==> src/rtl/uart_tx_drain.sv <==
`default_nettype none
// ============================================================================
// Module   : uart_tx_drain
// Brief    : Pops entries from an upstream circular buffer and serialises
//            each one as an asynchronous UART frame on TXD.
// Revision : 1.0 - initial release
// ============================================================================
module uart_tx_drain #(
    parameter int DATAWIDTH    = 8,
    parameter int CLKS_PER_BIT = 16,
    parameter int CNTSIZE      = 16,
    parameter int STOPBITS     = 1,
    parameter int PARITY_EN    = 0,
    parameter int PARITY_ODD   = 0
) (
    input  logic                 CLK,
    input  logic                 RST_N,
    input  logic                 ENABLE,
    input  logic                 BUF_ISEMPTY,
    input  logic [DATAWIDTH-1:0] BUF_RDDATA,
    output logic                 BUF_READ,
    output logic                 TXD,
    output logic                 BUSY,
    output logic                 FRAME_DONE
);

    localparam int                  c_BITW      = (DATAWIDTH > 1) ? $clog2(DATAWIDTH) : 1;
    localparam logic [CNTSIZE-1:0]  c_LAST_CNT  = CNTSIZE'(CLKS_PER_BIT - 1);
    localparam logic [c_BITW-1:0]   c_LAST_BIT  = c_BITW'(DATAWIDTH - 1);
    localparam logic                c_LAST_STOP = (STOPBITS == 2);
    localparam logic                c_ODD       = (PARITY_ODD != 0);
    localparam logic                c_PAR_EN    = (PARITY_EN != 0);

    typedef enum logic [2:0] {
        S_IDLE   = 3'd0,
        S_START  = 3'd1,
        S_DATA   = 3'd2,
        S_PARITY = 3'd3,
        S_STOP   = 3'd4
    } state_t;

    state_t               r_state,   w_state_nxt;
    logic [DATAWIDTH-1:0] r_shift,   w_shift_nxt;
    logic                 r_par,     w_par_nxt;
    logic [c_BITW-1:0]    r_bitcnt,  w_bitcnt_nxt;
    logic [CNTSIZE-1:0]   r_cnt,     w_cnt_nxt;
    logic                 r_stopcnt, w_stopcnt_nxt;
    logic                 r_read,    w_read_nxt;
    logic                 r_done,    w_done_nxt;
    logic                 w_bit_end;
    logic                 w_txd;

    always_ff @(posedge CLK or negedge RST_N) begin
        if (!RST_N) begin
            r_state   <= S_IDLE;
            r_shift   <= '0;
            r_par     <= 1'b0;
            r_bitcnt  <= '0;
            r_cnt     <= '0;
            r_stopcnt <= 1'b0;
            r_read    <= 1'b0;
            r_done    <= 1'b0;
        end else begin
            r_state   <= w_state_nxt;
            r_shift   <= w_shift_nxt;
            r_par     <= w_par_nxt;
            r_bitcnt  <= w_bitcnt_nxt;
            r_cnt     <= w_cnt_nxt;
            r_stopcnt <= w_stopcnt_nxt;
            r_read    <= w_read_nxt;
            r_done    <= w_done_nxt;
        end
    end

    always_comb begin
        w_state_nxt   = r_state;
        w_shift_nxt   = r_shift;
        w_par_nxt     = r_par;
        w_bitcnt_nxt  = r_bitcnt;
        w_cnt_nxt     = r_cnt;
        w_stopcnt_nxt = r_stopcnt;
        w_read_nxt    = 1'b0;
        w_done_nxt    = 1'b0;
        w_txd         = 1'b1;
        w_bit_end     = (r_cnt == c_LAST_CNT);

        if (r_state != S_IDLE) begin
            w_cnt_nxt = w_bit_end ? '0 : r_cnt + CNTSIZE'(1);
        end

        case (r_state)
            S_IDLE: begin
                // TXD is decoded from state, so it drops on the same edge as the pop
                if (ENABLE && !BUF_ISEMPTY) begin
                    w_state_nxt   = S_START;
                    w_shift_nxt   = BUF_RDDATA;
                    w_par_nxt     = (^BUF_RDDATA) ^ c_ODD;
                    w_read_nxt    = 1'b1;
                    w_bitcnt_nxt  = '0;
                    w_cnt_nxt     = '0;
                    w_stopcnt_nxt = 1'b0;
                end
            end
            S_START: begin
                w_txd = 1'b0;
                if (w_bit_end) begin
                    w_state_nxt = S_DATA;
                end
            end
            S_DATA: begin
                w_txd = r_shift[0];
                if (w_bit_end) begin
                    w_shift_nxt = r_shift >> 1;
                    if (r_bitcnt == c_LAST_BIT) begin
                        w_bitcnt_nxt = '0;
                        w_state_nxt  = c_PAR_EN ? S_PARITY : S_STOP;
                    end else begin
                        w_bitcnt_nxt = r_bitcnt + c_BITW'(1);
                    end
                end
            end
            S_PARITY: begin
                w_txd = r_par;
                if (w_bit_end) begin
                    w_state_nxt = S_STOP;
                end
            end
            S_STOP: begin
                w_txd = 1'b1;
                if (w_bit_end) begin
                    if (r_stopcnt == c_LAST_STOP) begin
                        w_stopcnt_nxt = 1'b0;
                        w_state_nxt   = S_IDLE;
                        w_done_nxt    = 1'b1;
                    end else begin
                        w_stopcnt_nxt = 1'b1;
                    end
                end
            end
            default: begin
                w_state_nxt = S_IDLE;
            end
        endcase
    end

    assign TXD        = w_txd;
    assign BUSY       = (r_state != S_IDLE);
    assign BUF_READ   = r_read;
    assign FRAME_DONE = r_done;

endmodule
`default_nettype wire
==> config.mk <==
export PLATFORM = sky130hd
export DESIGN_NAME = uart_tx_drain
export DESIGN_NICKNAME = d
export VERILOG_FILES = /design/src/rtl/uart_tx_drain.sv
export SDC_FILE = /design/constraint.sdc
export NUM_CORES = 1
export LEC_CHECK = 0
export ABC_AREA = 1
export CORE_MARGIN = 2
export CORE_UTILIZATION = 58
export CTS_CLUSTER_DIAMETER = 30
export DETAILED_ROUTE_END_ITERATION = 6
export PLACE_DENSITY = 0.86
export SETUP_SLACK_MARGIN = 0.4
export SLEW_MARGIN = 20
export SYNTH_ARGS = -nofsm -noshare
export SYNTH_HDL_FRONTEND = slang
export SYNTH_SLANG_ARGS = --single-unit
==> constraint.sdc <==
create_clock -name CLK -period 1.9 [get_ports CLK]
set_input_delay 0.38 -clock CLK [delete_from_list [all_inputs] [get_ports CLK]]
set_output_delay 0.38 -clock CLK [all_outputs]
set_load 0.01 [all_outputs]
==> flow_metrics.tcl, run 1 <==
set metrics [dict create \
    critPathMaxStageDelay_ns 0.43 \
    required_ns 1.52 \
    slew_violations 0 \
    max-vdd-ir-drop_mv 1.12 \
    outcome "finished, final reports clean" \
    firstDrtPassIters 4 \
    synth_top_cells_by_area "dfrtp_1 39%, nand2_1 21%, nand3_1 7.2%" \
    drt_drc_violations_left 0 \
    yosysMostFrequentCell "nand2_1" \
    placed_cells 364 \
    rows 21 \
    r2r-start "r_state[1]$_DFFE_PN0P_" \
    nets 356 \
    n_fill_cell 222 \
    yosys_warnings 0 \
    hold_path_class "in2async" \
    root_buffer "clkbuf_4" \
    synth_area_um2 2090 \
    fmax_mhz 593 \
    antenna_cells 0 \
    instances_no_fill 387 \
    min_period_over_period_pct 88.7 \
    place.gp.congestion 0.874 \
    fin_skew_ns 0.00821 \
    path_common_cell "buf_6" \
    io-pin-count 16 \
    synth_edf_count 0 \
    synth_nets 319 \
    area_growth_pct 25.3 \
    critPathTopFamily "flip-flops" \
    pre_cts_slack_ns 0.198 \
    portBuffers 15 \
    critPathLaunchType "flop" \
    clockBufferDepth 2 \
    synthFlopType "dfrtp_1" \
    yosys.area.top_type "dfrtp_1" \
    cts_tree "done" \
    drt-vias-per-instance 5.48 \
    dp_hpwl_mm 3.28 \
    clock_latency_ns 0.34 \
    antenna_found_initial 0 \
    hold_buffers 0 \
    rsz0062_at_grt "yes" \
    grt_pass1_vias 1935 \
    tns_ns 0 \
    crit_path_start "r_state[1]$_DFFE_PN0P_" \
    arrival_ns 1.31 \
    p_leak_nw 1.32 \
    coreArea_um2 3390 \
    cts.clk_slew.worst_paths_ns 0.10 \
    endpoint_kind "primary output" \
    max_cap_viol_count 0 \
    start_util_pct 61.8 \
    cp_slowest_cell "dfrtp_2" \
    die_h_um 64.1 \
    yosys-top-cells-count "116 x nand2_1, 33 x dfrtp_1, 30 x inv_1, 30 x nand3_1, 28 x nor2_1" \
    hold_viol_final 0 \
    dieWidth_um 64.1 \
    crit_fanout 2 \
    synth.distinct_cells 28 \
    grt_pass1_wl_mm 8.51 \
    drtIter0Drc 227 \
    grt_overflow 0 \
    final-setup-viol-count 0 \
    relSlewSlack_pct 70.9 \
    vias 2119 \
    synth_top_area_share_pct 39.5 \
    grt.total_usage_pct 26.7 \
    ant_nets 0 \
    routedWlPerCell_um 13.4 \
    cts_buffers 5 \
    tightest_slew_ns 0.436 \
    grt_max_degree 34 \
    min_period_ns 1.69 \
    syn_avg_cell_area_um2 6.89 \
    cts_num_sinks 33 \
    async_flop_share_pct 100 \
    ys_seq_elements 33 \
    path_class "reg2out" \
    dieArea_um2 4110 \
    powerDensity_nw_per_um2 1320 \
    synthCells 304 \
    design_power_total_mw 3.45 \
    path_buf_inv 4 \
    wl_mm 5.19 \
    path_cells "buf_6 -> inv_4 -> nand2_4 -> nor2_4 -> inv_2 -> buf_6" \
    htreeDepth 2 \
    finalWorstSetupSlack_ns 0.214 \
    drive_gt1_share_pct 21.1 \
    synth-seq-area-share_pct 39.5 \
]
==> registers in the layout, indices dropped and copies added, names as in the netlist <==
signal	cells
r_par	1
r_cnt	16
r_state	3
r_bitcnt	3
r_shift	8
FRAME_DONE	1
BUF_READ	1
==> routing by layer <==
layer	vias to the layer above	routed length [um]	global-route usage (%)	part of all wire [%]
li1	1034	-	-	-
met1	983	2170	34.1	42
met2	88	2550	43.6	49
met3	14	345	5.63	6.6
met4	0	137	11.7	2.6
met5	-	0	0	0
==> final timing paths <==
kind                                               end  slack, ns  cells after the start
min in group CLK                r_shift[3]$_DFFE_PN0P_       0.50                      2
worst max register to register  r_shift[6]$_DFFE_PN0P_       0.41                     11
worst max-delay path                              BUSY       0.21                      6
max in group asynchronous       r_state[2]$_DFFE_PN0P_       1.12                      2
worst min-delay path               r_cnt[10]$_DFF_PN0_       0.44                      2
worst min register to register  r_shift[3]$_DFFE_PN0P_       0.50                      2
==> power breakdown <==
part | internal, mW | leakage, nW | total, mW | switching, mW
registers | 0.890 | 0.430 | 1.07 | 0.181
clock network | 0.175 | 0.0314 | 0.413 | 0.239
logic | 0.843 | 0.858 | 1.97 | 1.13
==> cells in the final DEF (no fill, tap or decap), drive strengths merged <==
master / netlist / layout
xor2: 4 / 4
or2: 1 / 1
dlygate4sd2: 0 / 2
dfrtp: 33 / 33
nand4: 6 / 6
nand2: 121 / 121
nor3: 3 / 3
o21ai: 17 / 17
a21oi: 1 / 1
clkdlybuf4s50: 0 / 11
nor2: 31 / 31
inv: 37 / 37
buf: 6 / 23
nand3b: 2 / 2
nor3b: 1 / 1
nand3: 32 / 32
xnor2: 1 / 1
ha: 3 / 3
o22ai: 5 / 5
clkbuf: 0 / 7
==> cells by family after synthesis <==
logic type,after synthesis,synth area share (%)
simple gates,197,41.1
buf+inv,43,9.44
flops,33,39.4
compound gates,23,6.16
xor+xnor,5,2.09
fa+ha+maj,3,1.79
==> repair_timing <==
| action | CTS | global route |
|---|---|---|
| setup buffers | 9 | 7 |
| hold endpoints to repair | 0 | 0 |
| setup endpoints to repair | 16 | 18 |
| pin swaps | 2 | 17 |
| gates resized for setup | 19 | 38 |
==> stage by stage <==
step / hold WS (ns) / area (um2) / util [%]
final: 0.437 / 2620 / 77.4
after global routing: 0.474 / 2620 / 77.4
after global placement: 0.456 / 2280 / 67.3
after floorplan: 0.0844 / 2090 / -
after CTS: 0.448 / 2430 / 71.7
after detailed placement: 0.460 / 2280 / 67.3
==> area by class of cell <==
class,instances,area [um2],area share (%)
inverters,37,151,5.77
repair buffers,36,328,12.5
flip-flops and latches,33,833,31.8
multi-input cells,228,1200,45.7
well taps,46,57.6,2.19
clock buffers,7,55.1,2.10
(Power assumes the default switching activity.)
==> inputs of run 2 (changes only) <==
Settings changed: CORE_MARGIN 2 to default.
==> flow_metrics.tcl, run 2 (synthesis results as in run 1) <==
set metrics [dict create \
    outcome "finished, final reports clean" \
    pre_cts_slack_ns 0.160 \
    powerDensity_nw_per_um2 1320 \
    design_area_um2 2650 \
    die_h_um 62.1 \
    fin_skew_ns 0.00432 \
    required_ns 1.52 \
    finalWorstSetupSlack_ns 0.143 \
    grt_overflow 0 \
    arrival_ns 1.38 \
    rr_worst_depth 11 \
    grt.total_usage_pct 26.6 \
    ff2ff_setup_slack_ns 0.39 \
    vias 2229 \
    min_period_over_period_pct 92.5 \
    drt_drc_violations_left 0 \
    place.gp.congestion 0.856 \
    fmax_mhz 569 \
    top_regs "r_cnt: 16 flops, r_shift: 8 flops" \
    area_growth_pct 26.4 \
    antenna_found_initial 0 \
    path_class "reg2out" \
    cts.clk_slew.worst_paths_ns 0.10 \
    portBuffers 15 \
    coreArea_um2 3390 \
    dp_hpwl_mm 3.23 \
    endpoint_kind "primary output" \
    top_register "r_cnt" \
    routedWlPerCell_um 14.4 \
    crit_fanout 2 \
    cts_buffers 5 \
    htreeDepth 2 \
    tns_ns 0 \
    design_power_total_mw 3.50 \
    wl_mm 5.66 \
    rsz0062_at_grt "yes" \
    hold_path_class "in2async" \
    p_leak_nw 1.35 \
    clockBufferDepth 2 \
    critPathLaunchType "flop" \
    largest_reg_flops 16 \
    grt_max_degree 34 \
    place_area_um2 2270 \
    dieArea_um2 3850 \
    clock_latency_ns 0.33 \
    max-vdd-ir-drop_mv 0.941 \
    layout_commonest_cell "nand2_1" \
    regToRegEndpoint "r_bitcnt[2]$_DFFE_PN0P_" \
    ant_nets 0 \
    grt_pass1_vias 1657 \
    cts_num_sinks 33 \
    start_util_pct 61.8 \
    tightest_slew_ns 0.427 \
    final_cell_mix "115 x nand2_1, 30 x inv_1, 26 x dfrtp_1" \
    rows 21 \
    hold_viol_final 0 \
    dieWidth_um 62.1 \
    drtIter0Drc 191 \
    slew_violations 0 \
    firstDrtPassIters 5 \
    max_cap_viol_count 0 \
    nets 361 \
    final-setup-viol-count 0 \
    root_buffer "clkbuf_4" \
    r2r-start "r_state[1]$_DFFE_PN0P_" \
    antenna_cells 0 \
    grt_pass1_wl_mm 7.26 \
    min_period_ns 1.76 \
    cts_tree "done" \
    io-pin-count 16 \
    relSlewSlack_pct 71.5 \
    drive_gt1_share_pct 21.4 \
    drt-vias-per-instance 5.69 \
]
==> run 2: cell types whose count changed in the layout (fill, tap and decap cells not counted), sizes merged <==
cell   delta
buf       +4
nand2     +1
==> run 2: how the worst max path moves through the flow <==
stage,start,to,slack (ns),cells after the start
detailed placement,r_cnt[0]$_DFF_PN0_,r_bitcnt[1]$_DFFE_PN0P_,0.16,8
global route,r_state[0]$_DFFE_PN0P_,TXD,0.14,5
floorplan,r_state[0]$_DFFE_PN0P_,BUSY,0.56,5
finish,r_state[1]$_DFFE_PN0P_,TXD,0.14,5
CTS,r_state[0]$_DFFE_PN0P_,TXD,0.25,5
global placement,r_state[2]$_DFFE_PN0P_,TXD,0.22,3
==> run 2: metal layers <==
metal  part of all wire (%)  up-vias  global-route usage (%)
li1                       -     1047                       -
met1                     40     1015                    34.6
met2                     48      131                    43.9
met3                    7.4       36                    6.00
met4                    4.3        0                    8.57
met5                      0        -                       0
==> run 2: where the power goes <==
group | internal [mW] | leakage, nW | switching [mW]
Sequential | 0.892 | 0.429 | 0.172
Clock | 0.175 | 0.0314 | 0.228
Combinational | 0.854 | 0.886 | 1.17
Total | 1.92 | 1.35 | 1.58
==> run 2: critical path: stages (launching register included) <==
cell and delay (ns):
dfrtp_2 0.42, buf_4 0.14, inv_4 0.06, nor2_1 0.05, o22ai_1 0.19, buf_2 0.19
==> run 2: layout make-up <==
type                       count  area (um2)
multi-input combinational    229        1180
clock buffer                   7        55.1
sequential                    33         835
tap                           46        57.6
timing repair buffer          40         363
fill                         219         744
inverter                      37         151
==> run 2: stage by stage <==
stage | util [%] | hold WS, ns | instances
global placement | 67.1 | 0.455 | 363
detailed placement | 67.1 | 0.459 | 363
finish | 78.0 | 0.447 | 392
global route | 78.0 | 0.483 | 392
CTS | 71.5 | 0.462 | 377
floorplan | - | 0.0844 | 304
==> run 2: repair_timing <==
action | in CTS | in global routing
setup endpoints to repair | 16 | 19
buffers inserted | 7 | 14
pin swaps | 3 | 9
hold buffers | 0 | 0
resized for setup | 20 | 29
gates cloned | 0 | 1
